## config.mk

```make
export PLATFORM = sky130hd
export DESIGN_NAME = matrix_frame_blitter_flat
export DESIGN_NICKNAME = d
export VERILOG_FILES = /design/src/rtl/matrix_frame_blitter_if.sv /design/src/rtl/matrix_frame_blitter.sv /design/src/flat_wrapper.sv
export SDC_FILE = /design/constraint.sdc
export NUM_CORES = 1
export LEC_CHECK = 0
export ABC_AREA = 1
export CORE_MARGIN = 3
export CORE_UTILIZATION = 40
export CTS_CLUSTER_DIAMETER = 120
export CTS_CLUSTER_SIZE = 25
export DETAILED_ROUTE_END_ITERATION = 16
export SLEW_MARGIN = 20
export SYNTH_ARGS = -nofsm -noshare
export SYNTH_HDL_FRONTEND = slang
export SYNTH_SLANG_ARGS = --single-unit
```

## constraint.sdc

```tcl
create_clock -name clk_i -period 10.3 [get_ports clk_i]
set_input_delay 3.09 -clock clk_i [delete_from_list [all_inputs] [get_ports clk_i]]
set_output_delay 3.09 -clock clk_i [all_outputs]
set_load 0.05 [all_outputs]
```

## src/rtl/matrix_frame_blitter_if.sv

```systemverilog
// Classic Wishbone byte-bus bundle used by the frame blitter (master) and its bus slave.
interface matrix_frame_blitter_if #(
  parameter int unsigned ADDRESS_WIDTH = 16,
  parameter int unsigned DATA_WIDTH    = 8
);
  logic [ADDRESS_WIDTH-1:0] adr_o;
  logic [DATA_WIDTH-1:0]    dat_o;
  logic [DATA_WIDTH-1:0]    dat_i;
  logic                     we_o;
  logic                     sel_o;
  logic                     stb_o;
  logic                     cyc_o;
  logic                     ack_i;
  logic [2:0]               cti_o;

  modport master (
    output adr_o, dat_o, we_o, sel_o, stb_o, cyc_o, cti_o,
    input  dat_i, ack_i
  );

  modport slave (
    input  adr_o, dat_o, we_o, sel_o, stb_o, cyc_o, cti_o,
    output dat_i, ack_i
  );
endinterface

```

## src/rtl/matrix_frame_blitter.sv

```systemverilog
// Wishbone master that copies or fills a byte run into the LED matrix frame window,
// optionally synchronised to the end-of-frame pulse, with per-access ack timeout.
module matrix_frame_blitter #(
  parameter int unsigned ADDRESS_WIDTH  = 16,
  parameter int unsigned DATA_WIDTH     = 8,
  parameter int unsigned TIMEOUT_CYCLES = 255
) (
  input  logic                     clk_i,
  input  logic                     rst_n_i,
  input  logic                     start_i,
  input  logic                     mode_i,
  input  logic                     sync_i,
  input  logic                     abort_i,
  input  logic [ADDRESS_WIDTH-1:0] src_adr_i,
  input  logic [ADDRESS_WIDTH-1:0] dst_adr_i,
  input  logic [ADDRESS_WIDTH-1:0] len_i,
  input  logic [DATA_WIDTH-1:0]    fill_i,
  input  logic                     frame_complete_i,
  output logic                     busy_o,
  output logic                     done_o,
  output logic                     err_o,
  matrix_frame_blitter_if.master   wb
);

  localparam int unsigned TmoWidth = $clog2(TIMEOUT_CYCLES + 1);
  localparam logic [TmoWidth-1:0] TmoLast = TmoWidth'(TIMEOUT_CYCLES - 1);
  localparam logic [ADDRESS_WIDTH-1:0] AdrOne = ADDRESS_WIDTH'(1);
  localparam logic [TmoWidth-1:0] TmoOne = TmoWidth'(1);

  typedef enum logic [2:0] {StIdle, StSync, StRd, StWr, StGap, StDone} state_e;

  state_e state_q, state_d;

  logic [ADDRESS_WIDTH-1:0] src_q, src_d, dst_q, dst_d, len_q, len_d, idx_q, idx_d, idx_inc;
  logic [DATA_WIDTH-1:0]    fill_q, fill_d, byte_q, byte_d;
  logic                     mode_q, mode_d, gap_rd_q, gap_rd_d;
  logic [TmoWidth-1:0]      tmo_q, tmo_d;
  logic                     in_bus, acked, timeout;

  logic                     cyc_q, cyc_d, we_q, we_d, sel_q, sel_d;
  logic [ADDRESS_WIDTH-1:0] adr_q, adr_d;
  logic [DATA_WIDTH-1:0]    dat_q, dat_d;
  logic                     busy_q, busy_d, done_q, done_d, err_q, err_d;

  assign in_bus  = (state_q == StRd) || (state_q == StWr);
  // abort wins over a coincident ack
  assign acked   = in_bus && wb.ack_i && !abort_i;
  assign timeout = in_bus && !wb.ack_i && !abort_i && (tmo_q == TmoLast);
  assign idx_inc = idx_q + AdrOne;

  // State register
  always_ff @(posedge clk_i or negedge rst_n_i) begin
    if (!rst_n_i) begin
      state_q <= StIdle;
    end else begin
      state_q <= state_d;
    end
  end

  // Next-state logic
  always_comb begin
    state_d = state_q;
    unique case (state_q)
      StIdle: begin
        if (start_i) begin
          if (len_i == '0) begin
            state_d = StDone;
          end else if (sync_i) begin
            state_d = StSync;
          end else begin
            state_d = mode_i ? StWr : StRd;
          end
        end
      end
      StSync: begin
        if (abort_i) begin
          state_d = StIdle;
        end else if (frame_complete_i) begin
          state_d = mode_q ? StWr : StRd;
        end
      end
      StRd: begin
        if (abort_i) begin
          state_d = StIdle;
        end else if (acked) begin
          state_d = StGap;
        end else if (timeout) begin
          state_d = StDone;
        end
      end
      StWr: begin
        if (abort_i) begin
          state_d = StIdle;
        end else if (acked) begin
          state_d = (idx_inc == len_q) ? StDone : StGap;
        end else if (timeout) begin
          state_d = StDone;
        end
      end
      StGap: begin
        if (abort_i) begin
          state_d = StIdle;
        end else begin
          state_d = gap_rd_q ? StRd : StWr;
        end
      end
      StDone:  state_d = StIdle;
      default: state_d = StIdle;
    endcase
  end

  // Job parameters, byte index, captured read byte and ack timer
  always_comb begin
    src_d    = src_q;
    dst_d    = dst_q;
    len_d    = len_q;
    fill_d   = fill_q;
    mode_d   = mode_q;
    idx_d    = idx_q;
    byte_d   = byte_q;
    gap_rd_d = gap_rd_q;
    // restarts whenever the strobe is low, so it counts from each stb rise
    tmo_d    = in_bus ? tmo_q + TmoOne : '0;
    if (state_q == StIdle && start_i) begin
      src_d  = src_adr_i;
      dst_d  = dst_adr_i;
      len_d  = len_i;
      fill_d = fill_i;
      mode_d = mode_i;
      idx_d  = '0;
    end
    if (state_q == StRd && acked) begin
      byte_d   = wb.dat_i;
      gap_rd_d = 1'b0;
    end
    if (state_q == StWr && acked) begin
      idx_d    = idx_inc;
      gap_rd_d = !mode_q;
    end
  end

  always_ff @(posedge clk_i or negedge rst_n_i) begin
    if (!rst_n_i) begin
      src_q    <= '0;
      dst_q    <= '0;
      len_q    <= '0;
      fill_q   <= '0;
      mode_q   <= 1'b0;
      idx_q    <= '0;
      byte_q   <= '0;
      gap_rd_q <= 1'b0;
      tmo_q    <= '0;
    end else begin
      src_q    <= src_d;
      dst_q    <= dst_d;
      len_q    <= len_d;
      fill_q   <= fill_d;
      mode_q   <= mode_d;
      idx_q    <= idx_d;
      byte_q   <= byte_d;
      gap_rd_q <= gap_rd_d;
      tmo_q    <= tmo_d;
    end
  end

  // Output logic: bus and status outputs are registered from the next state
  always_comb begin
    cyc_d  = (state_d == StRd) || (state_d == StWr);
    we_d   = (state_d == StWr);
    sel_d  = 1'b1;
    adr_d  = adr_q;
    dat_d  = dat_q;
    busy_d = (state_d == StSync) || (state_d == StRd) || (state_d == StWr) ||
             (state_d == StGap);
    done_d = (state_d == StDone);
    err_d  = timeout;
    if (state_d == StRd) begin
      adr_d = src_d + idx_d;
    end else if (state_d == StWr) begin
      adr_d = dst_d + idx_d;
      dat_d = mode_d ? fill_d : byte_d;
    end
  end

  always_ff @(posedge clk_i or negedge rst_n_i) begin
    if (!rst_n_i) begin
      cyc_q  <= 1'b0;
      we_q   <= 1'b0;
      sel_q  <= 1'b0;
      adr_q  <= '0;
      dat_q  <= '0;
      busy_q <= 1'b0;
      done_q <= 1'b0;
      err_q  <= 1'b0;
    end else begin
      cyc_q  <= cyc_d;
      we_q   <= we_d;
      sel_q  <= sel_d;
      adr_q  <= adr_d;
      dat_q  <= dat_d;
      busy_q <= busy_d;
      done_q <= done_d;
      err_q  <= err_d;
    end
  end

  assign wb.cyc_o = cyc_q;
  assign wb.stb_o = cyc_q;
  assign wb.we_o  = we_q;
  assign wb.sel_o = sel_q;
  assign wb.adr_o = adr_q;
  assign wb.dat_o = dat_q;
  assign wb.cti_o = 3'b000;
  assign busy_o   = busy_q;
  assign done_o   = done_q;
  assign err_o    = err_q;

endmodule

```

## src/flat_wrapper.sv

```systemverilog
// flat-port wrapper written by rule: the top's interface ports become plain ports
module matrix_frame_blitter_flat 
#(
  parameter int unsigned ADDRESS_WIDTH  = 16,
  parameter int unsigned DATA_WIDTH     = 8,
  parameter int unsigned TIMEOUT_CYCLES = 255
)
  (clk_i, rst_n_i, start_i, mode_i, sync_i, abort_i, src_adr_i, dst_adr_i, len_i, fill_i, frame_complete_i, busy_o, done_o, err_o, wb_adr_o, wb_dat_o, wb_we_o, wb_sel_o, wb_stb_o, wb_cyc_o, wb_cti_o, wb_dat_i, wb_ack_i);
  matrix_frame_blitter_if #(.ADDRESS_WIDTH(ADDRESS_WIDTH), .DATA_WIDTH(DATA_WIDTH)) wb_i ();
  input  logic clk_i;
  input  logic rst_n_i;
  input  logic start_i;
  input  logic mode_i;
  input  logic sync_i;
  input  logic abort_i;
  input  logic [ADDRESS_WIDTH-1:0] src_adr_i;
  input  logic [ADDRESS_WIDTH-1:0] dst_adr_i;
  input  logic [ADDRESS_WIDTH-1:0] len_i;
  input  logic [DATA_WIDTH-1:0] fill_i;
  input  logic frame_complete_i;
  output logic busy_o;
  output logic done_o;
  output logic err_o;
  output wire logic [$bits(wb_i.adr_o)-1:0] wb_adr_o;
  output wire logic [$bits(wb_i.dat_o)-1:0] wb_dat_o;
  output wire logic [$bits(wb_i.we_o)-1:0] wb_we_o;
  output wire logic [$bits(wb_i.sel_o)-1:0] wb_sel_o;
  output wire logic [$bits(wb_i.stb_o)-1:0] wb_stb_o;
  output wire logic [$bits(wb_i.cyc_o)-1:0] wb_cyc_o;
  output wire logic [$bits(wb_i.cti_o)-1:0] wb_cti_o;
  input wire logic [$bits(wb_i.dat_i)-1:0] wb_dat_i;
  input wire logic [$bits(wb_i.ack_i)-1:0] wb_ack_i;
  assign wb_adr_o = wb_i.adr_o;
  assign wb_dat_o = wb_i.dat_o;
  assign wb_we_o = wb_i.we_o;
  assign wb_sel_o = wb_i.sel_o;
  assign wb_stb_o = wb_i.stb_o;
  assign wb_cyc_o = wb_i.cyc_o;
  assign wb_cti_o = wb_i.cti_o;
  assign wb_i.dat_i = wb_dat_i;
  assign wb_i.ack_i = wb_ack_i;
  matrix_frame_blitter #(.ADDRESS_WIDTH(ADDRESS_WIDTH), .DATA_WIDTH(DATA_WIDTH), .TIMEOUT_CYCLES(TIMEOUT_CYCLES)) u_core (.clk_i(clk_i), .rst_n_i(rst_n_i), .start_i(start_i), .mode_i(mode_i), .sync_i(sync_i), .abort_i(abort_i), .src_adr_i(src_adr_i), .dst_adr_i(dst_adr_i), .len_i(len_i), .fill_i(fill_i), .frame_complete_i(frame_complete_i), .busy_o(busy_o), .done_o(done_o), .err_o(err_o), .wb(wb_i));
endmodule
```

## After elaboration in Yosys (flattened, before gate mapping)

Cells that the tools add are included.

- Register bits after elaboration: 123
- Input bits: 72
- Output and inout port bits: 34
- Word-level logic and storage cells: 84

- $add $sub $neg: 4
- Eq/ne operators: 11
- Muxes and demuxes: 29
- Bitwise gates (word level): 1
- Reduce and logical (&&, ||, !) cells: 21

Operators by type and width:

| cell | number |
|---|---|
| $mux 16 | 6 |
| $mux 3 | 11 |
| $add 16x16->16 | 2 |
| $mux 8 | 4 |
| $add 16x1->16 const B | 1 |
| $eq 16x16->1 | 1 |
| $logic_not 16->1 | 1 |
| $pmux 3 s5 | 1 |
| $eq 3x2->1 const B | 4 |
| $eq 3x3->1 const B | 3 |
| $add 8x1->8 const B | 1 |
| $eq 8x8->1 const B | 1 |
| $logic_and 1x1->1 | 8 |
| $mux 1 | 7 |
| $eq 3x1->1 const B | 2 |
| $logic_or 1x1->1 | 5 |
| $reduce_bool 2->1 | 2 |
| $logic_not 1->1 | 3 |
| $logic_not 3->1 | 1 |
| $reduce_and 2->1 | 1 |
| $not 1->1 | 1 |

## Longest topological paths before layout

Gate-level depths: netlist of run 1.

- Depth after elaboration: 13
- Gate-level depth with buffers: 34
- Mapped depth without buffers: 33

## Worst setup path after synthesis of run 1

Ideal clock, no wire load.

- Path kind: input -> register
- Start point: input port abort_i
- End point: register u_core.adr_q[13], in the netlist u_core.wb.adr_o[13]
- Data arrival time: 6,006 ps
- Required time: 10,182 ps
- Slack: 4,177 ps
- Stages on the path: 30
- Cell sequence: nor2_4 nand2_2 nor2_1 nand4_1 nor2_1 nand2_1 nor2_1 nand3_1 nand2_2 nand2_4 nand3_2 inv_1 buf_2 nand2_1 o21ai_0 ha_1 nand3_1 nand2_1 nand2_1 nand2_1 a21oi_1 o21ai_0 inv_1 o21a_1 o21ai_0 nand2_1 nand2_1 nand2_1 nand3_1 nand2_1

- Word-level cells in the longest chain between the ends: 9
- Elaborated cells between the ends (all ways): 21

RTL lines:

| element | line | RTL |
|---|---|---|
| from (decl) | flat_wrapper.sv:15 | `input logic abort_i;` |
| branches (longest 9 deep; another with $add 16x16->16) | - |  |
| to (signal assigned) | matrix_frame_blitter.sv:199 | `adr_q <= adr_d;` |
| to (decl) | matrix_frame_blitter.sv:41 | `logic [ADDRESS_WIDTH-1:0] adr_q, adr_d;` |

Several ways; the timed one is not identified. The select of a mux whose other input is x is not followed.
A chain may end at the register's enable or synchronous reset.

## Worst setup path in the final report of run 1

- Start point: input port len_i[15]
- End point: register u_core.adr_q[13], in the netlist u_core.wb.adr_o[13]

- Word-level cells in the longest chain between the ends: 6
- Elaborated cells between the ends (all ways): 8

RTL lines:

| element | line | RTL |
|---|---|---|
| from (decl) | flat_wrapper.sv:18 | `input logic [ADDRESS_WIDTH-1:0] len_i;` |
| $logic_not 16->1 (*) | matrix_frame_blitter.sv:66 | `if (len_i == '0) begin` |
| $mux 3 (*) | matrix_frame_blitter.sv:66 |  |
| $mux 3 (*) | matrix_frame_blitter.sv:65 | `if (start_i) begin` |
| $pmux 3 s5 (*) | matrix_frame_blitter.sv:63 | `unique case (state_q)` |
| $eq 3x2->1 (on tied branches) | matrix_frame_blitter.sv:177, matrix_frame_blitter.sv:179 |  |
| $mux 16 / $reduce_bool 2->1 (equally long branches) | - |  |

Mark *: on every way between the ends. The rest lies on a longest branch, timed or not.

==> results.md, run 1 <==
* Netlist cell types at 42
* Syn avg cell area at 7.730 sq um
* Share of post-route cells with drive strength above 1 at 5.858%
* CTS tree: done
* Synth top area share at between 40% and 50%
* Vias after detailed routing at 5638
* Seq/Total Area, Yosys at a little under half
* Die Y-Extent at 133.7 um
* First-pass GRT wire length at 27590 um
* Total Nets Final at slightly above 1000
* Unrepaired setup endpoints after global routing: no
* Initial core utilization at 40.92%
* Critical Path AT at 7.59 ns
* # fillers at 1569
* GPL Wtd Cong at 0.8513
* H-Tree Depth at 4
* Clock power share at 26.7%
* Leak pwr at between 0.004 and 0.005 uW
* Setup crit start kind: input port
* Finish-stage setup viols at 0
* R2R depth at 31
* Peak VDD IR at between 200 and 250 uV
* Clock transition at path regs at 0.06 ns
* Async set-reset flop share out of synthesis at 100.0%
* Final Hold Viols at 0
* Clock buffer depth at 2
* Ys Warns at 0
* Outcome: completed
* Total congestion overflow at 0
* Critical Path RT at 10.61 ns
* Vias in the first global route at 5614
* P_sw at 903.0 uW
* Post-layout utilization of the core at 52.14%
* Die W at approximately 130 um
* Clock root cell: clkbuf_16
* IO Pins at 106
* Fmax at 0.1373 GHz
* Critical Setup Path Class: input port to flop
* Final HPWL DP at 11990 um
* Sw frac at 40.43%
* Clock Latency Late Sink at 0.42 ns
* Drt pass-1 iters at 5
* Setup WS post-layout at between 3 and 4 ns
* WHS at 0.4685 ns
* Critical path fanouts, max at 30
* Initial DRC count at 331
* DRT antenna net count at 0
* Final period utilization at 70.70%
* Combinational power share at 39.9%
* Hold depth at 2
* Hold Path Class: flop to flop
* N_diodes at 0
* IO buf count at 102
* Max-cap violations at 0
* Dominant cells by area after synthesis: dfrtp_1 47%, nand2_1 16%, inv_1 5.9%
* Vias per cell at 4.811
* Setup TNS at 0 ns
* Reg power frac at 33.4%
* Clock sink count at 123
* Core Region at between 15000 and 20000 sq um
* Area growth syn-to-layout at 27.43%
* Slew at the pin with the worst max-slew slack at slightly below 0.9 ns
* Clock Skews at 0.01087 ns
* Worst rel slew slack at between 40% and 50%
* Row count at 46
* Post-Synthesis Cells at approximately 840
* Die area at 17880 sq um
* Wirelength per Cell at 13.75 um
* Post-synth top area cell: dfrtp_1
* Post-Place Setup Slack at ~2.5 ns
* Post-synthesis register bit count at 123
* Post-cts gate resize count at 0
* Synth Flop Type: dfrtp_1
* Post-synth EDFFs at 0
* Total CTS buffers at 17
* CP Capture Type: flop
* DRC viols at 0
* Initial antenna violation count at 0
* Max-slew violations at 0
* Largest net degree at the start of global routing at 76
* Post-CTS setup buffer count at 0
* Cell area after synthesis at 6524 sq um
* P_int at 1330 uW
* Final WL at between 15000 and 20000 um
* Post-CTS Hold Buffers at 0
* Final Critical Period at 7.282 ns
* GRT Total Usage at around 20%
* PwrDens at ~270 nW/um^2
==> final cells by class <==
| class | count | area [sq um] | area share (%) |
|---|---|---|---|
| repair buffers | 105 | 1041 | 12.52 |
| clock inverters | 15 | 167.7 | 2.017 |
| flip-flops and latches | 123 | 3078 | 37.03 |
| well taps | 216 | 270.3 | 3.251 |
| inverters | 105 | 394.1 | 4.741 |
| clock buffers | 17 | 425.4 | 5.117 |
| multi-input cells | 591 | 2937 | 35.33 |
==> routing by layer <==
| metal | global-route usage (%) | vias up | wire [um] |
|---|---|---|---|
| met2 | 30.40 | 133 | 7527 |
| met3 | 4.343 | 17 | 639 |
| met4 | 5.829 | 0 | 235 |
| met1 | 27.31 | 2590 | 7709 |
| met5 | 0 | - | 0 |
| li1 | - | 2898 | - |
==> state kept, by name (all words and copies together), names as in the netlist, 3 cells and up <==
name             cells
u_core.wb.adr_o     16
u_core.state_q       3
u_core.byte_q        8
u_core.wb.dat_o      8
u_core.len_q        16
u_core.dst_q        16
u_core.src_q        16
u_core.fill_q        8
u_core.tmo_q         8
u_core.idx_q        16
==> cells in the mapped netlist, types with 6 or more instances <==
| library cell | count |
|---|---|
| nor2_1 | 54 |
| nand4_1 | 14 |
| o22ai_1 | 12 |
| ha_1 | 18 |
| nand3_1 | 43 |
| o21ai_1 | 11 |
| nor3_1 | 6 |
| and2_1 | 15 |
| nand2_1 | 272 |
| inv_1 | 103 |
| buf_2 | 6 |
| clkbuf_1 | 15 |
| o21ai_0 | 60 |
| a21oi_1 | 32 |
| xnor2_1 | 7 |
| xor2_1 | 8 |
| dfrtp_1 | 123 |
==> power by group through the flow <==
stage | Clock (uW) | Sequential [uW] | Combinational [uW]
finish | 596 | 745 | 892
global route | 635 | 768 | 999
CTS | 609 | 747 | 903
detailed placement | 0 | 754 | 898
global placement | 0 | 748 | 894
floorplan | 0 | 896 | 472
==> cells by family after synthesis <==
kind of cell             share of synthesized area (%)
AND/OR/NAND/NOR                                  27.83
buffers and inverters                            8.055
AO/OA/AOI/OAI                                    10.68
flip-flops                                       47.18
adder cells (fa/ha/maj)                          3.759
XOR/XNOR                                         2.378
other                                           0.1151
==> final timing paths <==
path	start	to	slack, ns
max	len_i[15]	u_core.wb.adr_o[13]$_DFFE_PN0P_	3.02
min	u_core.wb.adr_o[0]$_DFFE_PN0P_	u_core.wb.adr_o[0]$_DFFE_PN0P_	0.47
max reg2reg	u_core.idx_q[0]$_DFF_PN0_	u_core.wb.adr_o[13]$_DFFE_PN0P_	5.29
min reg2reg	u_core.wb.adr_o[0]$_DFFE_PN0P_	u_core.wb.adr_o[0]$_DFFE_PN0P_	0.47
max in group asynchronous	rst_n_i	u_core.src_q[9]$_DFF_PN0_	6.23
min in group asynchronous	rst_n_i	u_core.tmo_q[4]$_DFF_PN0_	2.72
==> metrics by stage <==
step | power (uW) | instances | instance area (sq um)
2_1_floorplan | 1368 | 846 | 6531
3_3_place_gp | 1642 | 1140 | 7716
3_5_place_dp | 1652 | 1140 | 7716
4_1_cts | 2258 | 1172 | 8309
5_1_grt | 2403 | 1172 | 8313
6_report | 2233 | 1172 | 8313
==> cells in the final DEF, fill, tap and decap left out, types with 2 or more instances in the layout <==
master,n
nand2_1,272
dfrtp_1,123
inv_1,103
clkdlybuf4s50_1,101
o21ai_0,60
nor2_1,54
nand3_1,42
a21oi_1,32
ha_1,18
clkbuf_16,17
and2_1,15
nand4_1,14
o22ai_1,12
o21ai_1,10
xor2_1,8
xnor2_1,7
nor3_1,6
clkinv_4,5
nor2_4,4
nand2_2,4
nand3b_1,4
o21a_1,4
conb_1,4
clkinvlp_4,4
buf_4,4
nand3_2,2
nor2_2,2
nand2_4,2
or2_2,2
a31oi_1,2
bufinv_16,2
inv_6,2
==> critical path, stage by stage <==
cell,delay [ns]
clkdlybuf4s50_1,0.45
inv_1,0.04
nand4_1,0.09
nor2_1,0.06
a21oi_1,0.31
nand2_1,0.09
a21oi_1,0.13
o21a_1,0.28
nand3_2,0.14
inv_1,0.56
o21ai_0,0.26
ha_1,0.41
nand3_1,0.09
nand2_1,0.10
nand2_1,0.05
nand2_1,0.05
a21oi_1,0.08
o21ai_0,0.34
inv_1,0.08
o21a_1,0.20
o21ai_0,0.29
nand2_1,0.13
nand2_1,0.08
nand2_1,0.05
nand3_1,0.06
nand2_1,0.05
Note: power is estimated with default switching activity, not from simulation.
==> run 2: changes to the inputs <==
==> constraint.sdc (replaced) <==
create_clock -name clk_i -period 6.9 [get_ports clk_i]
set_input_delay 2.07 -clock clk_i [delete_from_list [all_inputs] [get_ports clk_i]]
set_output_delay 2.07 -clock clk_i [all_outputs]
set_load 0.05 [all_outputs]
==> run 2 against run 1 <==
Compared with the run above:
- critical endpoint unchanged
- critical path depth grew 4
- global-route usage shrank 0.30 points
- largest cell class unchanged
- total power grew 53%
- highest routed layer unchanged
==> results.md, run 2 (same netlist as run 1, synthesis figures left out) <==
* Clock Latency Late Sink at 0.42 ns (about the same)
* Final instance area at 8384 sq um (+0.86%)
* Leak pwr at 0.004052 uW (+1.1%)
* Crit-path slowest cell: clkdlybuf4s50_1
* Worst hold endpoint: u_core.fill_q[5]$_DFF_PN0_
* Fmax at about 0.17 GHz
* GRT Total Usage at 19.19% (-0.30 points)
* Vias after detailed routing at 5598 (-0.71%)
* N_diodes at 0 (unchanged)
* Clock root cell: clkbuf_16
* DRT antenna net count at 0 (unchanged)
* Outcome: completed
* # placed instances at 1144 (+0.35%)
* Critical Path AT at 6.21 ns (-1.38 ns)
* Setup TNS at 0 ns (unchanged)
* Post-Place Setup Slack at 0.5746 ns (-1.963 ns)
* IO buf count at 102 (unchanged)
* Setup WS post-layout at 1.006 ns (-2.012 ns)
* Pwr Total at 3419 uW (+53%)
* R2r startpoint: u_core.idx_q[0]$_DFF_PN0_
* Clock sink count at 123 (unchanged)
* Max-cap violations at 0 (unchanged)
* Worst r2r dst: u_core.wb.adr_o[13]$_DFFE_PN0P_
* # fillers at 1541 (-1.8%)
* Most used cell, CP: nand2_1
* Final cell count without fillers at 1176 (+0.34%)
* CTS tree: done
* Final period utilization at 85.42%
* Hold depth at 2 (unchanged)
* Clock Skews at 0.007058 ns (-0.003812 ns)
* Critical Path RT at 7.21 ns (-3.40 ns)
* CP Capture Type: flop
* Area growth syn-to-layout at 28.52%
* Finish-stage setup viols at 0 (unchanged)
* Worst path max stage delay at 0.48 ns (-0.08 ns)
* DRC viols at 0 (unchanged)
* Die Y-Extent at 133.7 um (unchanged)
* Vias in the first global route at 5527 (-1.5%)
* Post-cts gate resize count at 0 (unchanged)
* Final HPWL DP at 12110 um (+1.1%)
* First-pass GRT wire length at 27060 um (-1.9%)
* Unrepaired setup endpoints after global routing: no
* PwrDens at 407.8 nW/um^2 (+52%)
* Post-CTS setup buffer count at 0 (unchanged)
* Total CTS buffers at 17 (unchanged)
* Die W at 133.7 um (unchanged)
* Final Critical Period at 5.894 ns
* Total congestion overflow at 0 (unchanged)
* Hold Path Class: flop to flop
* H-Tree Depth at 4 (unchanged)
* Setup crit start kind: input port
* Clock buffer depth at 2 (unchanged)
* R2r setup slk at 2.31 ns (-2.98 ns)
* Initial antenna violation count at 0 (unchanged)
* R2R depth at 33 (+6.5%)
* Critical Setup Path Class: input port to flop
* IO Pins at 106 (unchanged)
* Peak VDD IR at 263.4 uV (+29%)
* Post-CTS Hold Buffers at 0 (unchanged)
* Worst rel slew slack at 40.59% (-0.51 points)
* Area after DPL at 7746 sq um (+0.39%)
* Final WL at 16120 um (about the same)
* Vias per cell at 4.760 (-1.0%)
* Hold path startpoint: u_core.fill_q[5]$_DFF_PN0_
* Initial DRC count at 431 (+30%)
* Slew at the pin with the worst max-slew slack at 0.8911 ns (+0.007665 ns)
* Clock transition at path regs at 0.06 ns (about the same)
* Die area at 17880 sq um (unchanged)
* Critical path fanouts, max at 12 (-60%)
* Core Region at 15940 sq um (unchanged)
* Total Nets Final at 1038 (+0.39%)
* Commonest non-fill, non-tap cell in the layout: nand2_1
* Row count at 46 (unchanged)
* Initial core utilization at 40.92% (unchanged)
* Final Hold Viols at 0 (unchanged)
* Drt pass-1 iters at 5 (unchanged)
* Wirelength per Cell at 13.71 um (-0.28%)
* Share of post-route cells with drive strength above 1 at 6.250% (+0.39 points)
* Max-slew violations at 0 (unchanged)
* Largest net degree at the start of global routing at 75 (-1.3%)
* GPL Wtd Cong at 0.8758 (+2.9%)
* Most frequent cells in the layout: 272 x nand2_1, 123 x dfrtp_1, 103 x inv_1, 101 x clkdlybuf4s50_1, 60 x o21ai_0
==> run 2: cell types whose count changed in the layout (fill, tap and decap cells not counted), sizes merged <==
cell	delta
buf	+4
bufinv	+2
clkinv	-4
clkinvlp	-1
inv	+3
==> run 2: stage by stage <==
stage	util (%)	hold slack (ns)
3_5_place_dp	48.59	0.4641
4_1_cts	52.57	0.4801
5_1_grt	52.59	0.4988
6_report	52.59	0.4727
3_3_place_gp	48.59	0.4587
2_1_floorplan	-	0.4449
==> run 2: critical path: cells and delay by family <==
kind                       cells  cell delay, ns
AOI/OAI and AO/OA              5            1.04
buffers and inverters          3            0.70
adders and majority gates      1            0.38
and+or+nand+nor               21            2.03
==> run 2: metal layers <==
metal	routed length (um)	track usage, %	up-vias
li1	-	-	2902
met1	7792	26.50	2576
met2	7469	30.15	104
met3	617	4.456	16
met4	242	5.943	0
met5	0	0	-
==> run 2: final cells by class <==
cell class | count | area, sq um | share of cell area (%)
multi-input combinational | 591 | 2937 | 35.02
sequential | 123 | 3078 | 36.71
inverter | 105 | 394.1 | 4.701
clock buffer | 17 | 425.4 | 5.074
clock inverter | 15 | 209.0 | 2.492
tap | 216 | 270.3 | 3.223
timing repair buffer | 109 | 1071 | 12.77
==> run 2: report_power, final <==
group | internal [uW] | switching (uW) | total (uW)
combinational | 467 | 877 | 1340
clock | 610 | 353 | 963
sequential | 987 | 125 | 1110
==> run 2: worst max-delay path by stage <==
stage | startpoint | end | slack [ns] | depth (start not counted)
floorplan | abort_i | u_core.wb.adr_o[13]$_DFFE_PN0P_ | 1.80 | 30
global placement | len_i[15] | u_core.wb.adr_o[12]$_DFFE_PN0P_ | 0.69 | 23
detailed placement | abort_i | u_core.wb.adr_o[13]$_DFFE_PN0P_ | 0.57 | 30
CTS | abort_i | u_core.wb.adr_o[13]$_DFFE_PN0P_ | 1.0 | 30
global route | abort_i | u_core.wb.adr_o[13]$_DFFE_PN0P_ | 0.50 | 30
finish | abort_i | u_core.wb.adr_o[13]$_DFFE_PN0P_ | 1.01 | 30
==> RTL change (settings of run 2) <==
Register the output `err_o` once more, without a reset; this adds one clock of latency there. The other outputs are not delayed to match.
--- a/src/rtl/matrix_frame_blitter.sv
+++ b/src/rtl/matrix_frame_blitter.sv
@@ -215,3 +215,5 @@
   assign done_o   = done_q;
-  assign err_o    = err_q;
+  always_ff @(posedge clk_i) begin
+    err_o <= err_q;
+  end
 
Function: no difference found for any inputs over 4 cycles, from zero or initial values and one cycle with rst_n_i low; that may be too few to reach the edited logic, so the function may still have changed.
==> RTL change against run 2 <==
  * Hold slack got worse by 0.13 ns
  * Via count up 0.38%
  * Power fell by 2.7%
  * Fmax increased by 0.22%
  * First-iteration DRC count shrank 21%
  * Largest cell class unchanged
  * Wire length grew 0.48%
  * Critical endpoint is now u_core.wb.adr_o[11]
  * Highest routed layer unchanged
  * Sequential cell count rose by 1
  * Worst setup slack better by 0.013 ns
  * Final area is 0.46% lower
  * Area after synthesis is 0.31% higher
  * Count of clock-buffer cells in the layout rose by 1
==> RTL change: results (changes against run 2) <==
* Layout cells sized above 1 at 0.06243 (-0.00006504)
* HPWL Detailed at 12.08 mm (-0.27%)
* Final nets at 1039 (+0.096%)
* Maximum vdd drop at 0.0002020 V (-23%)
* Xor and xnor fraction of the mapped netlist area at 0.02371 (-0.00007276)
* Drt via density at 4.774 (+0.29%)
* Synth Area in Compound Gates at 0.1065 (-0.0003268)
* Dominant cells by area after synthesis: dfrtp_1, nand2_1, inv_1
* Pre-CTS WS at 0.5913 ns (+0.01677 ns)
* Synth async-reset ratio at 0.9919 (-0.008065)
* First-pass GRT wire length at 26.76 mm (-1.1%)
* CP max stage delay at 0.50 ns (+0.02 ns)
* Clk_skew at 0.01163 ns (+0.004576 ns)
* Total track usage at 0.1885 (-0.003363)
* Hold path depth at 0 (-2)
* Status: completed
* Register area share after synthesis at 0.4734 (+0.001616)
* Reg2Reg Depth at 30 (-9.1%)
* CP Max Fanout at 14 (+2)
* Yosys cell types at 43 (+2.4%)
* CTS resizes at 0 (unchanged)
* Slew HR at 0.3938 (-0.01213)
* Leakage at 4.031 nW (-0.51%)
* Placed Area at 0.007766 mm² (+0.26%)
* Largest net degree at the start of global routing at 71 (-5.3%)
* DRT iter0 DRCs at 341 (-21%)
* Adder-cell share of the synthesized area at 0.03748 (-0.0001150)
* Number of global-route vias before repair at 5243 (-5.1%)
* RD Place Congestion at 0.8854 (+1.1%)
* Final worst slack at 1.019 ns (+0.01306 ns)
* WP data arrival at 6.17 ns (-0.04 ns)
* Final WL at 16.20 mm (+0.48%)
[RTL change: cell types whose count changed in the layout (fill, tap and decap cells not counted), sizes merged]
cell,delta
clkinv,+4
clkbuf,+1
bufinv,-3
inv,-2
dfxtp,+1
[RTL change: layer usage]
layer | share of wire | track usage
met1 | 0.48 | 0.2709
met2 | 0.45 | 0.2821
met3 | 0.047 | 0.04501
met4 | 0.016 | 0.06114
met5 | 0 | 0
[RTL change: cells by family after synthesis]
group | after synthesis
compound gates | 128
other cells | 2
xor+xnor | 16
flops | 124
fa+ha+maj | 19
buf+inv | 132
simple gates | 424
[RTL change: final timing paths]
| path | startpoint | end | slack [ns] |
|---|---|---|---|
| max | abort_i | u_core.wb.adr_o[11] | 1.02 |
| max reg2reg | u_core.idx_q[0] | u_core.wb.adr_o[11] | 2.31 |
| min reg2reg | u_core.err_q | u_core.err_o | 0.35 |
| min | u_core.err_q | u_core.err_o | 0.35 |
| min in group asynchronous | rst_n_i | u_core.tmo_q[5] | 1.77 |
| max in group asynchronous | rst_n_i | u_core.wb.dat_o[1] | 4.44 |
[RTL change: worst register-to-register path: cells and delay by family, from the launching register on]
kind            cells  cell delay, ns
compound gates      8            1.63
simple gates       17            1.65
flops               1            0.44
buf+inv             3            0.27
fa+ha+maj           2            0.47
[RTL change: power breakdown]
part	total [mW]	internal [mW]	switching [mW]
clock network	0.868	0.510	0.357
registers	1.12	0.992	0.126
logic	1.34	0.468	0.874
total	3.33	1.97	1.36
[RTL change: area by class of cell]
| type | count | area [µm²] |
|---|---|---|
| multi-input combinational | 591 | 2937 |
| tap | 216 | 270.3 |
| sequential | 124 | 3098 |
| clock buffer | 18 | 439.2 |
| inverter | 105 | 394.1 |
| clock inverter | 14 | 136.4 |
| fill | 1560 | 7597 |
| timing repair buffer | 109 | 1071 |
